### config.mk
export PLATFORM = sky130hd
export DESIGN_NAME = multi_chan_counter_flat
export DESIGN_NICKNAME = d
export VERILOG_FILES = /design/src/rtl/multi_chan_counter_if.sv /design/src/rtl/multi_chan_counter.sv /design/src/flat_wrapper.sv
export SDC_FILE = /design/constraint.sdc
export NUM_CORES = 1
export LEC_CHECK = 0
export BUFFER_PORTS_ARGS = -buffer_cell sky130_fd_sc_hd__buf_2
export CAP_MARGIN = 20
export CORE_MARGIN = 4
export CORE_UTILIZATION = 45
export DETAILED_ROUTE_END_ITERATION = 8
export GPL_TIMING_DRIVEN = 0
export PLACE_DENSITY = 0.76
export SETUP_SLACK_MARGIN = 0.1
export SYNTH_ARGS = -nofsm -noshare
export SYNTH_HDL_FRONTEND = slang
export SYNTH_SLANG_ARGS = --single-unit
### constraint.sdc
create_clock -name clk -period 1.48 [get_ports clk]
set_input_delay 0.074 -clock clk [delete_from_list [all_inputs] [get_ports clk]]
set_output_delay 0.074 -clock clk [all_outputs]
set_load 0.005 [all_outputs]
### src/rtl/multi_chan_counter_if.sv
// Snapshot read port of the multi-channel counter bank.
// The requester drives rd_req/rd_ch/rd_ready and the counter bank returns rd_valid/rd_data/rd_err.
interface multi_chan_counter_if #(
    parameter int unsigned WIDTH  = 8,
    parameter int unsigned NUM_CH = 4
);
    localparam int unsigned CHW = (NUM_CH > 1) ? $clog2(NUM_CH) : 1;

    logic             rd_req;
    logic [CHW-1:0]   rd_ch;
    logic             rd_ready;
    logic             rd_valid;
    logic [WIDTH-1:0] rd_data;
    logic             rd_err;

    modport master (
        output rd_req, rd_ch, rd_ready,
        input  rd_valid, rd_data, rd_err
    );

    modport slave (
        input  rd_req, rd_ch, rd_ready,
        output rd_valid, rd_data, rd_err
    );
endinterface

### src/rtl/multi_chan_counter.sv
// N-channel enable-driven counter bank with clear/load, wrap or saturate mode,
// terminal-count pulses and a registered valid/ready snapshot read port.
module multi_chan_counter #(
    parameter int unsigned WIDTH    = 8,
    parameter int unsigned NUM_CH   = 4,
    parameter int unsigned SAT_MODE = 0
) (
    input  logic                     clk,
    input  logic                     rst_n,
    input  logic [NUM_CH-1:0]        en,
    input  logic [NUM_CH-1:0]        clr,
    input  logic [NUM_CH-1:0]        ld,
    input  logic [NUM_CH*WIDTH-1:0]  ld_val,
    output logic [NUM_CH*WIDTH-1:0]  cnt,
    output logic [NUM_CH-1:0]        tc,
    multi_chan_counter_if.slave      rd
);
    localparam int unsigned CHW = (NUM_CH > 1) ? $clog2(NUM_CH) : 1;
    localparam logic [WIDTH-1:0] CNT_MAX    = '1;
    localparam logic [WIDTH-1:0] CNT_MAX_M1 = {{(WIDTH-1){1'b1}}, 1'b0};

    logic [NUM_CH-1:0][WIDTH-1:0] cnt_q;
    logic [NUM_CH-1:0][WIDTH-1:0] cnt_d;
    logic [NUM_CH-1:0]            tc_q;
    logic [NUM_CH-1:0]            tc_d;

    logic             rd_valid_q;
    logic [WIDTH-1:0] rd_data_q;
    logic             rd_err_q;
    logic             rd_accept;
    logic [WIDTH-1:0] rd_sel;
    logic             rd_hit;

    // Per-channel next value: clr > ld > en > hold; tc only from an increment.
    always_comb begin
        cnt_d = cnt_q;
        tc_d  = '0;
        for (int unsigned i = 0; i < NUM_CH; i++) begin
            if (clr[i]) begin
                cnt_d[i] = '0;
            end else if (ld[i]) begin
                cnt_d[i] = ld_val[i*WIDTH +: WIDTH];
            end else if (en[i]) begin
                if (SAT_MODE != 0) begin
                    if (cnt_q[i] != CNT_MAX) begin
                        cnt_d[i] = cnt_q[i] + WIDTH'(1);
                        tc_d[i]  = (cnt_q[i] == CNT_MAX_M1);
                    end
                end else begin
                    cnt_d[i] = cnt_q[i] + WIDTH'(1);
                    tc_d[i]  = (cnt_q[i] == CNT_MAX);
                end
            end
        end
    end

    always_ff @(posedge clk or negedge rst_n) begin
        if (!rst_n) begin
            cnt_q <= '0;
            tc_q  <= '0;
        end else begin
            cnt_q <= cnt_d;
            tc_q  <= tc_d;
        end
    end

    // Snapshot mux over the pre-update counters; an unmatched rd_ch reads 0 with error.
    always_comb begin
        rd_sel = '0;
        rd_hit = 1'b0;
        for (int unsigned i = 0; i < NUM_CH; i++) begin
            if (rd.rd_ch == CHW'(i)) begin
                rd_sel = cnt_q[i];
                rd_hit = 1'b1;
            end
        end
    end

    assign rd_accept = rd.rd_req && (!rd_valid_q || rd.rd_ready);

    always_ff @(posedge clk or negedge rst_n) begin
        if (!rst_n) begin
            rd_valid_q <= 1'b0;
            rd_data_q  <= '0;
            rd_err_q   <= 1'b0;
        end else if (rd_accept) begin
            rd_valid_q <= 1'b1;
            rd_data_q  <= rd_sel;
            rd_err_q   <= !rd_hit;
        end else if (rd_valid_q && rd.rd_ready) begin
            rd_valid_q <= 1'b0;
        end
    end

    assign cnt         = cnt_q;
    assign tc          = tc_q;
    assign rd.rd_valid = rd_valid_q;
    assign rd.rd_data  = rd_data_q;
    assign rd.rd_err   = rd_err_q;

endmodule

### src/flat_wrapper.sv
// flat-port wrapper written by rule: the top's interface ports become plain ports
module multi_chan_counter_flat 
#(
    parameter int unsigned WIDTH    = 8,
    parameter int unsigned NUM_CH   = 4,
    parameter int unsigned SAT_MODE = 0
)
  (clk, rst_n, en, clr, ld, ld_val, cnt, tc, rd_rd_req, rd_rd_ch, rd_rd_ready, rd_rd_valid, rd_rd_data, rd_rd_err);
  multi_chan_counter_if #(.WIDTH(WIDTH), .NUM_CH(NUM_CH)) rd_i ();
  input  logic clk;
  input  logic rst_n;
  input  logic [NUM_CH-1:0] en;
  input  logic [NUM_CH-1:0] clr;
  input  logic [NUM_CH-1:0] ld;
  input  logic [NUM_CH*WIDTH-1:0] ld_val;
  output logic [NUM_CH*WIDTH-1:0] cnt;
  output logic [NUM_CH-1:0] tc;
  input wire logic [$bits(rd_i.rd_req)-1:0] rd_rd_req;
  input wire logic [$bits(rd_i.rd_ch)-1:0] rd_rd_ch;
  input wire logic [$bits(rd_i.rd_ready)-1:0] rd_rd_ready;
  output wire logic [$bits(rd_i.rd_valid)-1:0] rd_rd_valid;
  output wire logic [$bits(rd_i.rd_data)-1:0] rd_rd_data;
  output wire logic [$bits(rd_i.rd_err)-1:0] rd_rd_err;
  assign rd_i.rd_req = rd_rd_req;
  assign rd_i.rd_ch = rd_rd_ch;
  assign rd_i.rd_ready = rd_rd_ready;
  assign rd_rd_valid = rd_i.rd_valid;
  assign rd_rd_data = rd_i.rd_data;
  assign rd_rd_err = rd_i.rd_err;
  multi_chan_counter #(.WIDTH(WIDTH), .NUM_CH(NUM_CH), .SAT_MODE(SAT_MODE)) u_core (.clk(clk), .rst_n(rst_n), .en(en), .clr(clr), .ld(ld), .ld_val(ld_val), .cnt(cnt), .tc(tc), .rd(rd_i));
endmodule
### Word-level counts from Yosys, hierarchy flattened

Index checks and enable logic that the tools add are counted.

| storage, ports and cells | value |
|---|---|
| register bits after elaboration | 46 |
| input port bits | 50 |
| output and inout port bits | 46 |
| logic and storage cells | 64 |

| operators by class | value |
|---|---|
| add/subtract/negate cells | 4 |
| equality and inequality tests | 7 |
| muxes and demuxes | 34 |
| reductions and logical operators | 11 |

Operators with widths:

| kind | count |
|---|---|
| 2-to-1 mux 8 bit | 16 |
| adder 8 x 1 -> 8 bit (second input constant) | 4 |
| equality test 8 bit (second input constant) | 4 |
| 2-to-1 mux 1 bit | 18 |
| nonzero test 3 bit | 4 |
| equality test 2 bit (second input constant) | 2 |
| equality test 2 x 1 -> 1 bit (second input constant) | 1 |
| logical AND 1 bit | 2 |
| logical NOT 1 bit | 2 |
| logical NOT 2 bit | 1 |
| nonzero test 2 bit | 1 |
| logical OR 1 bit | 1 |

### Depth between registers and ports, before layout

| logic depth | value |
|---|---|
| depth in word-level cells | 6 |
| depth in mapped cells | 5 |

### Least setup slack after synthesis

OpenSTA, ideal clock, no wires.

| timing | value |
|---|---|
| path kind | register to register |
| start | reg u_core.cnt_q (netlist bit u_core.cnt[16]) |
| end | reg u_core.cnt_q (netlist bit u_core.cnt[22]) |
| data arrival time | 1336 ps |
| required time | 1360 ps |
| setup slack | 24 ps |
| stages on the path, launching flop included | 5 |
| clock period less this slack | 1456 ps |
| path through | dfrtp_1 ha_1 and4_2 a311o_1 o211a_1 |

| on the way | value |
|---|---|
| word-level cells in the longest chain between the ends | 4 |

Ends and longest elaborated chain:

| element | RTL line | source |
|---|---|---|
| start, declared | multi_chan_counter.sv:22 | `logic [NUM_CH-1:0][WIDTH-1:0] cnt_q;` |
| start signal, assigned | multi_chan_counter.sv:62 | `cnt_q <= cnt_d;` |
| adder 8 x 1 -> 8 bit | multi_chan_counter.sv:50 | `cnt_d[i] = cnt_q[i] + WIDTH'(1);` |
| 2-to-1 mux 8 bit | multi_chan_counter.sv:43 | `end else if (en[i]) begin` |
| 2-to-1 mux 8 bit | multi_chan_counter.sv:41 | `end else if (ld[i]) begin` |
| 2-to-1 mux 8 bit | multi_chan_counter.sv:39 | `if (clr[i]) begin` |

No other way between the ends. The select of a mux whose other input is x is not followed.
A chain may end at the register's enable or synchronous reset.

### Worst setup path in the final report

| timing | value |
|---|---|
| start | reg u_core.cnt_q (netlist bit u_core.cnt[11]) |
| end | reg u_core.rd_data_q[3], in the netlist u_core.rd.rd_data[3] |

| on the way | value |
|---|---|
| word-level cells in the longest chain between the ends | 3 |

Ends and longest elaborated chain:

| element | RTL line | source |
|---|---|---|
| 2-to-1 mux 8 bit (3 in a row) | multi_chan_counter.sv:72 | `if (rd.rd_ch == CHW'(i)) begin` |
| end signal, assigned | multi_chan_counter.sv:88 | `rd_data_q <= rd_sel;` |
| end, declared | multi_chan_counter.sv:28 | `logic [WIDTH-1:0] rd_data_q;` |

No other way between the ends.

==> results by group <==
Pwr
  • Power per cell area: 843 nW/µm²
  • Leak pwr: between 1.5 and 2 nW
  • Max VDD drop: between 300 and 400 µV

Cells and area
  • Register Area: ~1200 µm²
  • P&R area growth vs syn: 32.8%
  • Area of the multi-input gates: 1490 µm²
  • Post-route cell area: between 3000 and 4000 µm²
  • Final Net Count: approximately 420
  • Share of cells above drive strength 1: roughly 46%
  • Fillers: 477
  • Antenna cells: 0

Synthesis
  • Syn Nets: 310
  • Asr flop ratio synth: 100%
  • Mean post-synth cell area: 10.5 µm²
  • Main synth FF type: dfrtp_1
  • Yosys top cell by area: dfrtp_1
  • Post-synthesis sequential element count: between 40 and 50
  • Synth top area cells: dfrtp_1 43%, mux4_1 7.8%, mux2_2 5.0%, xor2_1 4.6%, nor2_1 3.6%
  • Synth warnings: 0
  • Post-synthesis sequential area ratio: 42.8%
  • Post-synth cell types: 52
  • Post-synth EDFFs: 0
  • Post-synthesis cell area: 2690 µm²
  • Syn Inst Count: 256
  • Synth top area share: between 40% and 50%

Clock network
  • Longest Clk Path Bufs: 2
  • CTS Buf Count: 5
  • Worst-path clk slew: 0.08 ns
  • Clock Sink Count: 46
  • Skew-Pair Late Insertion Delay: 0.29 ns
  • H-tree Lvls: 2
  • Root buffer cell: clkbuf_8
  • CTS tree: built

Critical path
  • WS Path Type: reg2reg
  • Worst Path Required: 1.66 ns
  • Crit-path max cell delay: 0.51 ns
  • Max stage delay cell, worst path: mux4_1
  • Cell-by-cell trace of the critical path: mux4_1, mux2_2
  • Crit path capture type: register
  • WP data arrival: 1.54 ns
  • Worst-path fanout max: 7
  • Startpoint types: register

Worst hold path
  • HP Class: in2reg

Floorplan
  • Chip height: 85.3 µm
  • Io pins: 96
  • Initial Util: 47.7%
  • Die width: 85.3 µm
  • CORE AREA: 5640 µm²
  • Std-Cell Rows: 27
  • Die area: 7280 µm²

Timing
  • Unrepaired setup endpoints after global routing: true
  • Hold Vio Cnt, Final: 0
  • Max-slew headroom: 67.8%
  • Final Cycle Share: between 90 and 100%
  • Post-route setup TNS: 0 ns
  • Slew Viols, Final: 0
  • Crit path time final: between 1 and 1.5 ns
  • Setup Skew: a little over 0.006 ns
  • Peak Freq: about 740 MHz
  • Worst-Margin Slew: 0.483 ns
  • Final setup viols: 0

Drt
  • Initial DRC Count: 106
  • Routed length per instance: 16.0 µm
  • Number of vias per cell: 5.63
  • Routed WL: 7.05 mm
  • Vias: 2487
  • Remaining antenna violation count after routing: 0
  • Drt pass-1 iters: 4
  • DRC: 0

Placement
  • Hpwl dp: 5.27 mm
  • Gp weighted congestion: 0.851
  • Area after DPL: 3210 µm²
  • PortBufs: 85

GRT
  • Largest net degree at the start of global routing: 47
  • Initial antenna violation count: 0
  • GRT Total Usage: between 10% and 20%
  • First-pass GRT wire length: between 10 and 15 mm
  • Vias in the first global route: 2392
  • Gr ovfl total: 0

Run status
  • Outcome: finished, final reports clean

Flow run
  • MaxCap Viol Count: 0
==> worst paths after layout <==
path | startpoint | end | slack (ns) | cells after the start
setup / recovery | u_core.cnt[11] | u_core.rd.rd_data[3] | 0.12 | 2
hold / removal | ld_val[8] | u_core.cnt[8] | 0.02 | 3
setup reg to reg | u_core.cnt[11] | u_core.rd.rd_data[3] | 0.12 | 2
hold reg to reg | u_core.rd.rd_err | u_core.rd.rd_err | 0.50 | 1
max in group asynchronous | rst_n | u_core.cnt[24] | 0.70 | 3
min in group asynchronous | rst_n | u_core.rd.rd_valid | 0.27 | 2
==> where the power goes <==
| group | leakage [nW] | internal (mW) | switching, mW |
|---|---|---|---|
| Combinational | 1.05 | 0.337 | 0.276 |
| Clock | 0.0524 | 0.505 | 0.394 |
| Sequential | 0.571 | 1.36 | 0.137 |
==> sequential cells by signal, summed over array words and instances (netlist names) <==
name                cells
u_core.rd.rd_data       8
u_core.tc               4
u_core.cnt             32
u_core.rd.rd_valid      1
u_core.rd.rd_err        1
==> placed cells by master (no fill, tap or decap), types with 6 or more instances in the layout <==
cell,instances
nand3_1,9
nor2_1,26
buf_2,90
dfrtp_2,23
dfrtp_1,23
mux4_1,7
a21oi_1,7
clkbuf_1,6
a211oi_1,11
o21ai_0,7
nand2_1,23
nand4_1,9
buf_4,21
xor2_1,14
mux2_2,12
or3_1,6
==> worst max-delay path: cells and delay by family (launching register included) <==
family,cells,cell delay [ns]
mux,2,0.79
flops,1,0.47
==> Yosys cell counts, types with 2 or more instances <==
master / n
a211oi_1: 12
a21oi_1: 7
a311oi_1: 6
and4_1: 2
buf_2: 5
buf_4: 3
clkbuf_1: 4
clkinv_1: 2
dfrtp_1: 46
ha_1: 4
inv_1: 5
mux2_2: 12
mux2i_1: 4
mux4_1: 8
nand2_1: 24
nand2b_1: 2
nand3_1: 9
nand4_1: 9
nand4_2: 2
nor2_1: 26
nor3_1: 2
nor4_1: 5
o21ai_0: 7
or3_1: 7
or3b_2: 2
xnor2_1: 2
xor2_1: 14
==> metrics by stage <==
stage / setup WS (ns) / hold WS, ns / std cells / utilization (%) / power [mW]
CTS: 0.0703 / 0.0130 / 432 / 60.9 / 2.99
finish: 0.121 / 0.0212 / 442 / 63.4 / 3.01
floorplan: 0.101 / -0.222 / 256 / - / 1.77
detailed placement: -0.0348 / 0.292 / 413 / 56.9 / 2.05
global placement: -0.0165 / 0.283 / 413 / 56.9 / 2.03
global route: 0.0524 / 0.0136 / 442 / 63.4 / 3.17
==> cell type report <==
| type | count | area share [%] |
|---|---|---|
| Timing Repair Buffer | 106 | 16.8 |
| Inverter | 7 | 0.735 |
| Sequential cell | 46 | 33.0 |
| Multi-Input combinational cell | 189 | 41.8 |
| Tap cell | 72 | 2.52 |
| Buffer | 14 | 2.17 |
| Clock buffer | 7 | 2.14 |
| Clock inverter | 1 | 0.840 |
==> per-layer routing <==
layer	share of wire [%]	track usage, %	routed length (µm)
met2	50	31.5	3490
met3	6.7	3.98	473
met5	0	0	0
met4	1.1	5.47	80
met1	43	25.1	3000
==> logic make-up after synthesis <==
family | Yosys count | synth area share [%]
fa+ha+maj | 4 | 1.86
compound gates | 42 | 11.3
buf+inv | 21 | 3.86
flops | 46 | 42.8
mux | 25 | 14.9
simple gates | 102 | 20.1
xor+xnor | 16 | 5.21
==> what timing repair did <==
item,CTS,global route
setup endpoints to repair,11,16
resized for setup,16,19
setup buffers,9,9
hold buffers,2,0
pin swaps,5,1
hold endpoints to repair,47,0
(Power assumes the default switching activity.)
